==> src/rtl/sel_mux_pipe.sv <==
// sel_mux_pipe: N-way word selector feeding a 2-entry skid buffer.
// The select is resolved when a word is pushed. Out-of-range selects fall back
// to channel 0 and raise a sticky oob flag. Both outputs and in_ready depend
// only on registered state (plus resetn), so stalls never ripple upstream
// combinationally.
module sel_mux_pipe #(
  parameter  int WIDTH = 32,
  parameter  int N     = 5,
  localparam int SELW  = (N > 1) ? $clog2(N) : 1
) (
  input  logic                 clk,
  input  logic                 resetn,
  input  logic [N*WIDTH-1:0]   in_data,
  input  logic [SELW-1:0]      sel,
  input  logic                 in_valid,
  output logic                 in_ready,
  output logic [WIDTH-1:0]     out_data,
  output logic [SELW-1:0]      out_sel,
  output logic                 out_valid,
  input  logic                 out_ready,
  output logic                 oob,
  input  logic                 clear_oob
);

  localparam logic [SELW:0] N_L = (SELW+1)'(N);

  logic [WIDTH-1:0] data_q [2];
  logic [SELW-1:0]  sel_q  [2];
  logic             wr_ptr_q, wr_ptr_d;
  logic             rd_ptr_q, rd_ptr_d;
  logic [1:0]       count_q, count_d;
  logic             oob_q, oob_d;

  logic             push, pop;
  logic             in_range;
  logic [SELW-1:0]  eff_sel;
  logic [WIDTH-1:0] pick;

  assign in_ready  = resetn && (count_q != 2'd2);
  assign out_valid = (count_q != 2'd0);
  assign out_data  = data_q[rd_ptr_q];
  assign out_sel   = sel_q[rd_ptr_q];
  assign oob       = oob_q;

  assign push     = in_valid && in_ready;
  assign pop      = out_valid && out_ready;
  assign in_range = ({1'b0, sel} < N_L);
  assign eff_sel  = in_range ? sel : '0;

  // Resolve the selected channel word for the current push.
  always_comb begin
    // NOTE: default first so every path assigns pick; otherwise a latch is inferred.
    pick = '0;
    for (int i = 0; i < N; i++) begin
      if (eff_sel == SELW'(i)) pick = in_data[i*WIDTH +: WIDTH];
    end
  end

  // Next-state for pointers, occupancy and the sticky out-of-range flag.
  always_comb begin
    wr_ptr_d = wr_ptr_q;
    rd_ptr_d = rd_ptr_q;
    count_d  = count_q;
    oob_d    = oob_q;
    if (push) wr_ptr_d = ~wr_ptr_q;
    if (pop)  rd_ptr_d = ~rd_ptr_q;
    case ({push, pop})
      2'b10:   count_d = count_q + 2'd1;
      2'b01:   count_d = count_q - 2'd1;
      default: count_d = count_q;
    endcase
    if (clear_oob)          oob_d = 1'b0;
    if (push && !in_range)  oob_d = 1'b1;  // set wins over clear
  end

  // Control state register with synchronous active-low reset.
  always_ff @(posedge clk) begin
    // NOTE: non-blocking assignments so every register samples pre-edge values.
    if (!resetn) begin
      wr_ptr_q <= 1'b0;
      rd_ptr_q <= 1'b0;
      count_q  <= 2'd0;
      oob_q    <= 1'b0;
    end else begin
      wr_ptr_q <= wr_ptr_d;
      rd_ptr_q <= rd_ptr_d;
      count_q  <= count_d;
      oob_q    <= oob_d;
    end
  end

  // Entry storage; written only on push, held through downstream stalls.
  always_ff @(posedge clk) begin
    // NOTE: entries are reset because out_data/out_sel must read 0 after reset;
    // a plain storage array would normally be left unreset.
    if (!resetn) begin
      data_q[0] <= '0;
      data_q[1] <= '0;
      sel_q[0]  <= '0;
      sel_q[1]  <= '0;
    end else if (push) begin
      data_q[wr_ptr_q] <= pick;
      sel_q[wr_ptr_q]  <= eff_sel;
    end
  end

endmodule

==> config.mk <==
export PLATFORM = sky130hd
export DESIGN_NAME = sel_mux_pipe
export DESIGN_NICKNAME = d
export VERILOG_FILES = /design/src/rtl/sel_mux_pipe.sv
export SDC_FILE = /design/constraint.sdc
export NUM_CORES = 1
export LEC_CHECK = 0
export BUFFER_PORTS_ARGS = -buffer_cell sky130_fd_sc_hd__buf_2
export CAP_MARGIN = 30
export CORE_ASPECT_RATIO = 2
export CORE_MARGIN = 4
export CORE_UTILIZATION = 49
export DETAILED_ROUTE_END_ITERATION = 16
export MAX_ROUTING_LAYER = met4
export PLACE_DENSITY = 0.81
export SKIP_CTS_REPAIR_TIMING = 1
export SLEW_MARGIN = 20
export SYNTH_ARGS = -nofsm -noshare
export SYNTH_HDL_FRONTEND = slang
export SYNTH_SLANG_ARGS = --single-unit
==> constraint.sdc <==
create_clock -name clk -period 3.15 [get_ports clk]
set_clock_uncertainty 0.05 [all_clocks]
set_input_delay 0 -clock clk [delete_from_list [all_inputs] [get_ports clk]]
set_output_delay 0 -clock clk [all_outputs]
set_load 0.05 [all_outputs]
# [Word level (Yosys, flattened, before mapping)]
# Memory sizes are Yosys's and may differ from the RTL's. A register that Yosys moved wholly into a read port is not among the register bits.
# Cells that the tools add are included.
[word_totals] ff_bits=5 ram_bits=70 out_inout_bits=38 wordCells=52 mem_count=2
[mem_list] name="data_q" depth=2 word_bits=32 read_ports=1 rd_clocked_by_memory_dff=1 wr=2 line_no="27" source="logic [WIDTH-1:0] data_q [2];"
[mem_list] name="sel_q" depth=2 word_bits=3 read_ports=1 rd_clocked_by_memory_dff=1 wr=2 line_no="28" source="logic [SELW-1:0] sel_q [2];"
[op_classes] addsub=2 order_cmp=1 n_eq_ne=7 n_mux=23 bitwise_logic=2 n_reduce_logical=11
[op_table] op="2-to-1 mux 32 bit" count=6
[op_table] op="OR reduction 32 bit" count=1
[op_table] op="2-to-1 mux 1 bit" count=14
[op_table] op="== test 3 x 2 -> 1 bit (second input constant)" count=2
[op_table] op="2-to-1 mux 3 bit" count=2
[op_table] op="nonzero test 2 bit" count=3
[op_table] op="logical AND 1 bit" count=4
[op_table] op="case mux 2 bit (2 select lines)" count=1
[op_table] op="== test 3 x 1 -> 1 bit (second input constant)" count=1
[op_table] op="== test 3 bit (second input constant)" count=1
[op_table] op="logical NOT 3 bit" count=1
[op_table] op="< comparator 3 bit (second input constant)" count=1
[op_table] op="OR reduction 3 bit" count=1
[op_table] op="adder 2 x 1 -> 2 bit (second input constant)" count=1
[op_table] op="== test 2 x 1 -> 1 bit (second input constant)" count=1
[op_table] op="== test 2 bit (second input constant)" count=1
[op_table] op="inequality test 2 bit (second input constant)" count=1
[op_table] op="NOT 1 bit" count=2
[op_table] op="subtractor 2 x 1 -> 2 bit (second input constant)" count=1
[op_table] op="logical NOT 1 bit" count=1

# [Logic depth before layout (Yosys ltp)]
# Gate-level depths: netlist (run 1).
[depth] depth_word=9 depth_mapped=7

# [Least setup slack after synthesis (run 1)]
# Ideal clock, no wire load.
[synth_timing] path_kind="reg-to-reg" from="register count_q[0]" to="memory data_q[1][0] (enable)" setup_ns=0.393 arrival_ns=2.238 t_required_ns=2.707 path_slack_ns=0.469 stages_incl_launch_ff=6 n_path_buf=1 period_less_slack_ns=2.681 path_cell_list="dfxtp_1 -> nand2b_1 -> and2_1 -> nand3_1 -> buf_2 -> nand2_1"
[synth_rtl] item="start, declared" line_no="31" source="logic [1:0] count_q, count_d;"
[synth_rtl] item="start signal, assigned" line_no="87" source="count_q <= count_d;"
[synth_rtl] item="end, declared" line_no="27"

==> flow_summary_export.csv, run 1 <==
group,metric,value,unit
outcome,status,"finished with violations",
outcome,violations,"hold timing",
synth,synth.area.top_cells,"edfxtp_1 (42%), mux2_2 (7.8%), o21ai_0 (5.4%)",
place,dp_hpwl,11200,um
worst_setup_path,worstPathRequired,3130,ps
place,portBuffers,205,
synth,yosys_warnings,0,
synth,synth.most_common_cell,"edfxtp_1",
global_route,gr-total-overflow,0,
synth,synthTopCellsByCount,"edfxtp_1 (70), inv_1 (58), o21ai_0 (55)",
global_route,track_usage,24.9,%
finish,fillers,863,
place,place_worst_setup_slack,1100,ps
clock_tree,cts_buffer_depth,2,
synth,synth_cell_types,38,
synth,ys_ff_latch,76,
detailed_routing,wl_per_cell,17.5,um
global_route,grt_pass1_wl,22600,um
place,gp_congestion,0.831,
detailed_routing,dr_total_vias,4936,
clock_tree,clock_latency,320,ps
timing,worst_pin_slew,895,ps
power,power_density,577,mW/mm^2
synth,synth_edf_count,70,
synth,synthesis.area,0.00506,mm^2
synth,synthCells,537,
synth,yosys_most_used_dff,"edfxtp_1",
place,placed_cell_area,0.00606,mm^2
finish,layout-drive-gt1-share,38.0,%
synth,synth_area_per_cell,9.42,um^2
floorplanning,start_util,50.2,%
worst_setup_path,critPathMaxFanout,25,
job,drv_cap,0,
timing,worst_slack,1110,ps
timing,slew_headroom,40.1,%
detailed_routing,drt_wl_total,15000,um
power,p_leak,0.00281,uW
synth,synth_seq_area_share,43.9,%
timing,max_freq,0.490,GHz
timing,fin_crit,2040,ps
worst_setup_path,end_kind,"flip-flop",
worst_setup_path,arrival,2020,ps
synth,ys_async_sr_fraction,0,%
timing,finalSetupViolations,0,
finish,fin_area,0.00638,mm^2
global_route,first_global_vias,4908,
synth,syn_nets,706,
clock_tree,cts_tree,"yes",
floorplanning,fp.dieH,152,um
detailed_routing,first_pass_iters,5,
finish,fin_util,63.2,%
timing,rsz0062_at_grt,"no",
clock_tree,clock_sinks,76,
global_route,grt_max_degree,54,
detailed_routing,postRouteAntennaNets,0,
timing,finalHoldViolations,3,
worst_setup_path,cp-start-kind,"flip-flop",
detailed_routing,drc_errors,0,
timing,tns,0,ps
floorplanning,ios,206,
clock_tree,cts_root_buf,"clkbuf_16",
power,vdd_drop_max,0.386,mV
floorplanning,die_w,79.9,um
worst_setup_path,crit_type,"flip-flop to flip-flop",
hold_path,hp-class,"input pin to flip-flop",
timing,whs,-9.77,ps
synth,synth_top_area_share,41.5,%
global_route,antenna_found_initial,3,
floorplanning,die-area,0.0121,mm^2
power,total_power,3680,uW
floorplanning,core,0.0101,mm^2
floorplanning,rows,52,
finish,syn2layout_area_growth,26.0,%
timing,slew_viol_final,0,
clock_tree,cts_buffers,9,
detailed_routing,viasPerCell,5.77,
finish,nets,883,
detailed_routing,drt_iter0_markers,306,
clock_tree,cts_htree_levels,3,
clock_tree,clk_pin_slew_worst_paths,50,ps
timing,finalCritPeriodShare,64.8,%
synth,yosysTopAreaCell,"edfxtp_1",
registers in the layout, summed over array words and instances, names as in the netlist, named ones only:
name / flops
data_q: 64
count_q: 2
oob: 1
rd_ptr_q: 1
wr_ptr_q: 1
sel_q: 6
final cells by class:
cell class | instances | area, um^2 | area share, %
multi-input combinational | 353 | 2360 | 37.0
clock buffer | 12 | 236 | 3.71
sequential | 76 | 2220 | 34.9
antenna | 3 | 7.51 | 0.118
inverter | 58 | 218 | 3.41
clock inverter | 3 | 38.8 | 0.608
timing repair buffer | 216 | 1120 | 17.6
tap | 135 | 169 | 2.65
per-layer routing:
layer | global-route usage [%] | up-vias | routed length [um]
li1 | - | 2335 | -
met4 | 14.8 | 0 | 768
met2 | 44.2 | 261 | 8090
met1 | 25.2 | 2281 | 5100
met5 | - | - | 0
met3 | 4.32 | 59 | 1060
path summary, 6_finish.rpt:
path,depth (start not counted),slack (ps),from,to
setup / recovery,5,1110,count_q[0],data_q[0][16]
hold / removal,3,-10,in_data[147],data_q[0][19]
setup reg to reg,5,1110,count_q[0],data_q[0][16]
hold reg to reg,2,470,wr_ptr_q,wr_ptr_q
cells by family (layout without fill, tap and decap cells):
logic type                 after synthesis  count (layout)  synth area share [%]
DFF                                     76              76                  43.9
xor gates and xnor gates                 3               3                 0.519
muxes                                   48              48                  10.6
buffers and inverters                  108             289                  9.74
AOI/OAI and AO/OA                      202             202                  24.4
adders and majority gates                1               1                 0.247
other                                    0               3                     0
and+or+nand+nor                         99              99                  10.6
critical path, stage by stage (launching register included):
cell and delay (ps):
dfxtp_1 400, nand2b_1 140, nand3_1 140, or2_1 270, nand2_2 480, buf_4 270
power by group:
part	internal, uW	leakage, uW	switching, uW
logic	467	0.00189	931
clock network	605	0.000134	346
registers	1230	0.000782	99.4
per-stage QoR:
stage / hold WS, ps / instances
3_3_place_gp: 293 / 835
5_1_grt: 11.9 / 856
6_report: -9.77 / 856
2_1_floorplan: 189 / 537
4_1_cts: -55.7 / 850
3_5_place_dp: 289 / 835
placed cells by master, fill, tap and decap left out, types with 3 or more instances in the layout:
cell type / synthesis / routed
o21ai_1: 5 / 5
nor4b_1: 7 / 7
and2_1: 5 / 5
inv_1: 58 / 58
nor2_1: 28 / 28
buf_4: 5 / 9
o22ai_1: 20 / 20
xnor2_1: 3 / 3
mux2_2: 35 / 35
nand2b_1: 4 / 4
a31oi_1: 19 / 19
mux2i_1: 12 / 12
diode_2: 0 / 3
nor3_1: 17 / 17
o21ai_0: 55 / 54
clkbuf_1: 20 / 3
buf_2: 17 / 204
nor2b_1: 26 / 26
dfxtp_1: 6 / 5
clkbuf_16: 0 / 9
edfxtp_1: 70 / 70
a2111oi_0: 19 / 19
o221a_2: 3 / 3
o21a_1: 19 / 19
a21oi_1: 50 / 50
nand2_1: 5 / 3
a22oi_1: 7 / 7
Power figures use the tool's default switching activity.
==> run 2: changes to the inputs <==
clock period = 1.9 ns   (was 3.15 ns; I/O delays follow)
==> flow_summary_export.csv, run 2 (synthesized netlist as in run 1, its figures left out) <==
group,metric,value,unit
global_route,grt_max_degree,51,
power,vdd_drop_max,0.623,mV
clock_tree,clock_sinks,76,
floorplanning,rows,52,
power,p_leak,0.00286,uW
detailed_routing,viasPerCell,5.65,
timing,fin_crit,1780,ps
detailed_routing,drt_wl_total,14700,um
clock_tree,clock_latency,320,ps
worst_setup_path,critPathMaxStageDelay,350,ps
clock_tree,cts_buffers,9,
power,power_density,930,mW/mm^2
finish,fillers,820,
worst_setup_path,end_kind,"flip-flop",
floorplanning,die_w,79.9,um
timing,tns,0,ps
place,post-place-cells,841,
clock_tree,clk_pin_slew_worst_paths,60,ps
worst_setup_path,startpoint,"count_q[0]",
hold_path,hold_start,"in_data[155]",
timing,finalSetupViolations,0,
floorplanning,die-area,0.0121,mm^2
global_route,antenna_found_initial,1,
global_route,grt_pass1_wl,22700,um
timing,max_freq,0.563,GHz
finish,multi_input_area,0.00238,mm^2
finish,top_register,"data_q",
timing,slew_headroom,68.8,%
floorplanning,fp.dieH,152,um
job,drv_cap,0,
detailed_routing,dr_wl_met3,1030,um
finish,top_regs,"data_q: 64 flops, sel_q: 6 flops, count_q: 2 flops",
timing,finalHoldViolations,3,
finish,final_common_cell,"buf_2",
detailed_routing,first_pass_iters,5,
clock_tree,cts_root_buf,"clkbuf_16",
worst_setup_path,path_cells,"or2_2, and2_1, ha_1, or3_1, a21boi_0",
floorplanning,core,0.0101,mm^2
place,gp_congestion,0.872,
worst_setup_path,critPathMaxFanout,4,
worst_setup_path,path_buf_inv,0,
detailed_routing,drt_iter0_markers,400,
detailed_routing,drc_errors,0,
place,portBuffers,205,
timing,worst_pin_slew,461,ps
detailed_routing,postRouteAntennaNets,0,
worst_setup_path,r2r-start,"count_q[0]",
clock_tree,cts_tree,"yes",
finish,layout_common_cells,"buf_2 (204), edfxtp_1 (70), inv_1 (58), o21ai_0 (54), a21oi_1 (50)",
finish,layout-drive-gt1-share,38.7,%
worst_setup_path,path_delay_family,"simple AND/OR/NAND/NOR gates",
detailed_routing,highest_layer,"met4",
finish,nets,891,
finish,stdcell_count,862,
worst_setup_path,cpMaxStageDelayCell,"or3_1",
timing,rsz0062_at_grt,"no",
detailed_routing,wl_per_cell,17.0,um
global_route,first_global_vias,4886,
outcome,status,"finished with violations",
worst_setup_path,worstPathRequired,2100,ps
finish,syn2layout_area_growth,28.6,%
timing,whs,-5.75,ps
detailed_routing,wl_met1,5110,um
outcome,violations,"hold timing",
place,dp_hpwl,10900,um
global_route,track_usage,24.8,%
finish,largest_reg_flops,64,
timing,slew_viol_final,0,
worst_setup_path,arrival,1980,ps
worst_setup_path,cp-start-kind,"flip-flop",
hold_path,hp-class,"input pin to flip-flop",
detailed_routing,wl_met2,7870,um
timing,finalCritPeriodShare,93.4,%
floorplanning,ios,206,
worst_setup_path,regToRegSetupSlack,120,ps
clock_tree,cts_buffer_depth,2,
worst_setup_path,crit_type,"flip-flop to flip-flop",
global_route,gr-total-overflow,0,
clock_tree,cts_htree_levels,3,
detailed_routing,dr_total_vias,4870,
floorplanning,start_util,50.2,%
finish,seq_area,0.00222,mm^2
run 2: changes by cell type in the layout (fill, tap and decap cells not counted), moves of 2 or more:
cell	delta
clkinvlp_4	+2
buf_12	+6
nand2_2	-2
diode_2	-2
clkbuf_1	-3
dlygate4sd3_1	+3
run 2: final cells by class:
| cell class | count | share of cell area, % |
|---|---|---|
| multi-input cells | 353 | 36.6 |
| flip-flops and latches | 76 | 34.2 |
| repair buffers | 224 | 19.3 |
| clock buffers | 9 | 3.46 |
| inverters | 58 | 3.34 |
| well taps | 135 | 2.60 |
| clock inverters | 6 | 0.500 |
| diodes | 1 | 0.0384 |
run 2: power by group:
group / internal [uW] / switching (uW)
logic: 831 / 1640
clock network: 861 / 617
registers: 2040 / 65.1
total: 3730 / 2320
run 2: layer usage:
layer,vias to the layer above,track usage (%)
li1,2346,-
met1,2242,25.7
met2,238,43.8
met3,44,4.85
met4,0,12.9
met5,-,-
run 2: worst min-delay path, stage by stage:
cell and delay [ps]:
buf_2 80, nor2_1 40, nor3_1 120
run 2: worst paths after layout:
path / to / depth (start not counted)
max: count_q[1] / 5
min: data_q[1][27] / 3
max reg2reg: count_q[1] / 5
min reg2reg: wr_ptr_q / 2
run 2: through the flow:
| step | area [um^2] | worst slack (ps) | utilization, % | hold slack (ps) | total power, uW |
|---|---|---|---|---|---|
| 6_report | 6510 | 125 | 64.5 | -5.75 | 6050 |
| 5_1_grt | 6510 | 16.1 | 64.5 | 4.26 | 6320 |
| 4_1_cts | 6460 | 124 | 64.0 | -56.8 | 6080 |
| 3_5_place_dp | 6200 | 137 | 61.5 | 289 | 4600 |
| 3_3_place_gp | 6200 | 197 | 61.5 | 282 | 4550 |
| 2_1_floorplan | 5090 | 36.0 | - | 189 | 3930 |
==> run 3: changes to the inputs <==
CORE_UTILIZATION = 45   (was 49)
PLACE_DENSITY = 0.78   (was 0.81)
clock period = 1.6 ns   (was 1.9 ns; I/O delays follow)
==> flow_summary_export.csv, run 3 (synthesized netlist as in run 1, its figures left out) <==
group,metric,value,unit
power,p_int,4650,uW
floorplanning,fp.dieH,158,um
clock_tree,cts_root_buf,"clkbuf_16",
worst_setup_path,r2r-start,"count_q[0]",
power,p_leak,0.00294,uW
worst_setup_path,critPathMaxStageDelay,350,ps
floorplanning,die-area,0.0131,mm^2
worst_setup_path,rr_endpoint,"count_q[1]",
worst_setup_path,reg2reg_depth,6,
finish,final_common_cell,"buf_2",
worst_setup_path,cpMaxStageDelayCell,"dfxtp_4",
power,power_density,1110,mW/mm^2
worst_setup_path,arrival,1800,ps
timing,whs,-27.7,ps
hold_path,min_delay_path_depth,3,
clock_tree,cts_buffers,9,
global_route,first_global_vias,4878,
worst_setup_path,critPathMaxFanout,4,
worst_setup_path,regToRegSetupSlack,4,ps
power,swShare,37.9,%
timing,slew_headroom,71.9,%
detailed_routing,first_pass_iters,5,
clock_tree,cts_tree,"yes",
timing,finalCritPeriodShare,99.7,%
finish,layout-drive-gt1-share,40.6,%
finish,fillers,946,
hold_path,hp-class,"input pin to flip-flop",
worst_setup_path,crit_type,"flip-flop to flip-flop",
floorplanning,core,0.0109,mm^2
hold_path,hold_start,"in_data[155]",
place,dp_hpwl,11200,um
clock_tree,clock_sinks,76,
outcome,status,"finished with violations",
outcome,violations,"hold timing",
timing,rsz0062_at_grt,"yes",
place,place_worst_setup_slack,-89.0,ps
power,p_clk_share,23.1,%
floorplanning,start_util,46.2,%
clock_tree,cts_buffer_depth,2,
finish,top_register,"data_q",
worst_setup_path,path_delay_family,"simple AND/OR/NAND/NOR gates",
global_route,antenna_found_initial,1,
finish,syn2layout_area_growth,32.8,%
detailed_routing,drt_iter0_markers,334,
timing,fin_crit,1600,ps
power,seqPwrFrac,33.9,%
worst_setup_path,end_kind,"flip-flop",
worst_setup_path,cp-start-kind,"flip-flop",
floorplanning,die_w,83.0,um
worst_setup_path,path_buf_inv,0,
place,portBuffers,205,
timing,slew_viol_final,0,
finish,top_regs,"data_q: 64 flops, sel_q: 6 flops, count_q: 2 flops",
worst_setup_path,path_cells,"or2_4, and2_4, ha_4, xnor2_2, or3_1, a21boi_1",
finish,layout_common_cells,"buf_2 (203), edfxtp_1 (70), inv_1 (58), o21ai_0 (54), a21oi_1 (50)",
clock_tree,clock_latency,330,ps
floorplanning,rows,54,
power,power.switching,2840,uW
global_route,gr-total-overflow,0,
timing,finalSetupViolations,0,
global_route,grt_max_degree,61,
hold_path,hold_end,"data_q[0][27]",
detailed_routing,dr_total_vias,4946,
place,gp_congestion,0.868,
clock_tree,cts_htree_levels,3,
power,pwr-share-comb,43.0,%
finish,largest_reg_flops,64,
detailed_routing,postRouteAntennaNets,0,
timing,worst_slack,4.17,ps
finish,nets,898,
global_route,grt_pass1_wl,22800,um
floorplanning,ios,206,
detailed_routing,drc_errors,0,
timing,worst_pin_slew,411,ps
timing,tns,0,ps
worst_setup_path,worstPathRequired,1810,ps
power,vdd_drop_max,0.751,mV
detailed_routing,wl_per_cell,17.7,um
clock_tree,clk_pin_slew_worst_paths,60,ps
job,drv_cap,0,
finish,fin_util,61.4,%
timing,max_freq,0.627,GHz
timing,finalHoldViolations,3,
global_route,track_usage,22.5,%
detailed_routing,drt_wl_total,15500,um
detailed_routing,viasPerCell,5.65,
run 3: cell count changes in the layout (fill, tap and decap cells not counted), moves of 3 or more:
cell / change
buf_4: +3
clkbuf_1: +3
nor3_1: -3
nor3_2: +3
run 3: power groups by stage:
stage               registers [uW]  logic [uW]  clock network, uW
floorplan                     2520        2230                  0
global placement              2530        2990                  0
detailed placement            2550        3030                  0
CTS                           2510        3050               1750
global route                  2560        3400               1860
finish                        2540        3220               1730
run 3: per-stage QoR:
| step | total power, uW | std cells | instance area, um^2 | hold WS (ps) |
|---|---|---|---|---|
| final | 7490 | 875 | 6720 | -27.7 |
| after floorplan | 4750 | 537 | 5160 | 189 |
| after global placement | 5520 | 850 | 6320 | 286 |
| after CTS | 7310 | 866 | 6570 | -58.6 |
| after global routing | 7820 | 875 | 6720 | 3.23 |
| after detailed placement | 5590 | 850 | 6320 | 290 |
run 3: how the worst max path moves through the flow:
| stage | from | endpoint | slack [ps] | cells after the start |
|---|---|---|---|---|
| floorplan | count_q[0] | data_q[0][0] | -30 | 6 |
| global placement | count_q[0] | data_q[0][1] | 20 | 5 |
| detailed placement | count_q[0] | data_q[0][6] | -90 | 5 |
| CTS | count_q[0] | data_q[0][6] | -110 | 5 |
| global route | count_q[0] | count_q[1] | -40 | 6 |
| finish | count_q[0] | count_q[1] | 4 | 6 |
run 3: worst reg2reg max path, cell delays in order, from the launching register on:
cell	delay, ps
dfxtp_4	350
or2_4	240
and2_4	150
ha_4	160
xnor2_2	130
or3_1	320
a21boi_1	120
run 3: area by class of cell:
class	instances	area (um^2)	area share, %
clock buffers	12	236	3.52
flip-flops and latches	76	2230	33.2
clock inverters	4	16.3	0.242
repair buffers	230	1370	20.4
diodes	1	2.50	0.0372
multi-input cells	354	2470	36.8
inverters	58	218	3.24
well taps	140	175	2.61
run 3: metal layers:
metal	wire (um)	global-route usage, %	up-vias
met4	640	12.5	0
met2	8440	41.4	221
li1	-	-	2369
met5	0	-	-
met3	990	4.84	43
met1	5400	21.5	2313
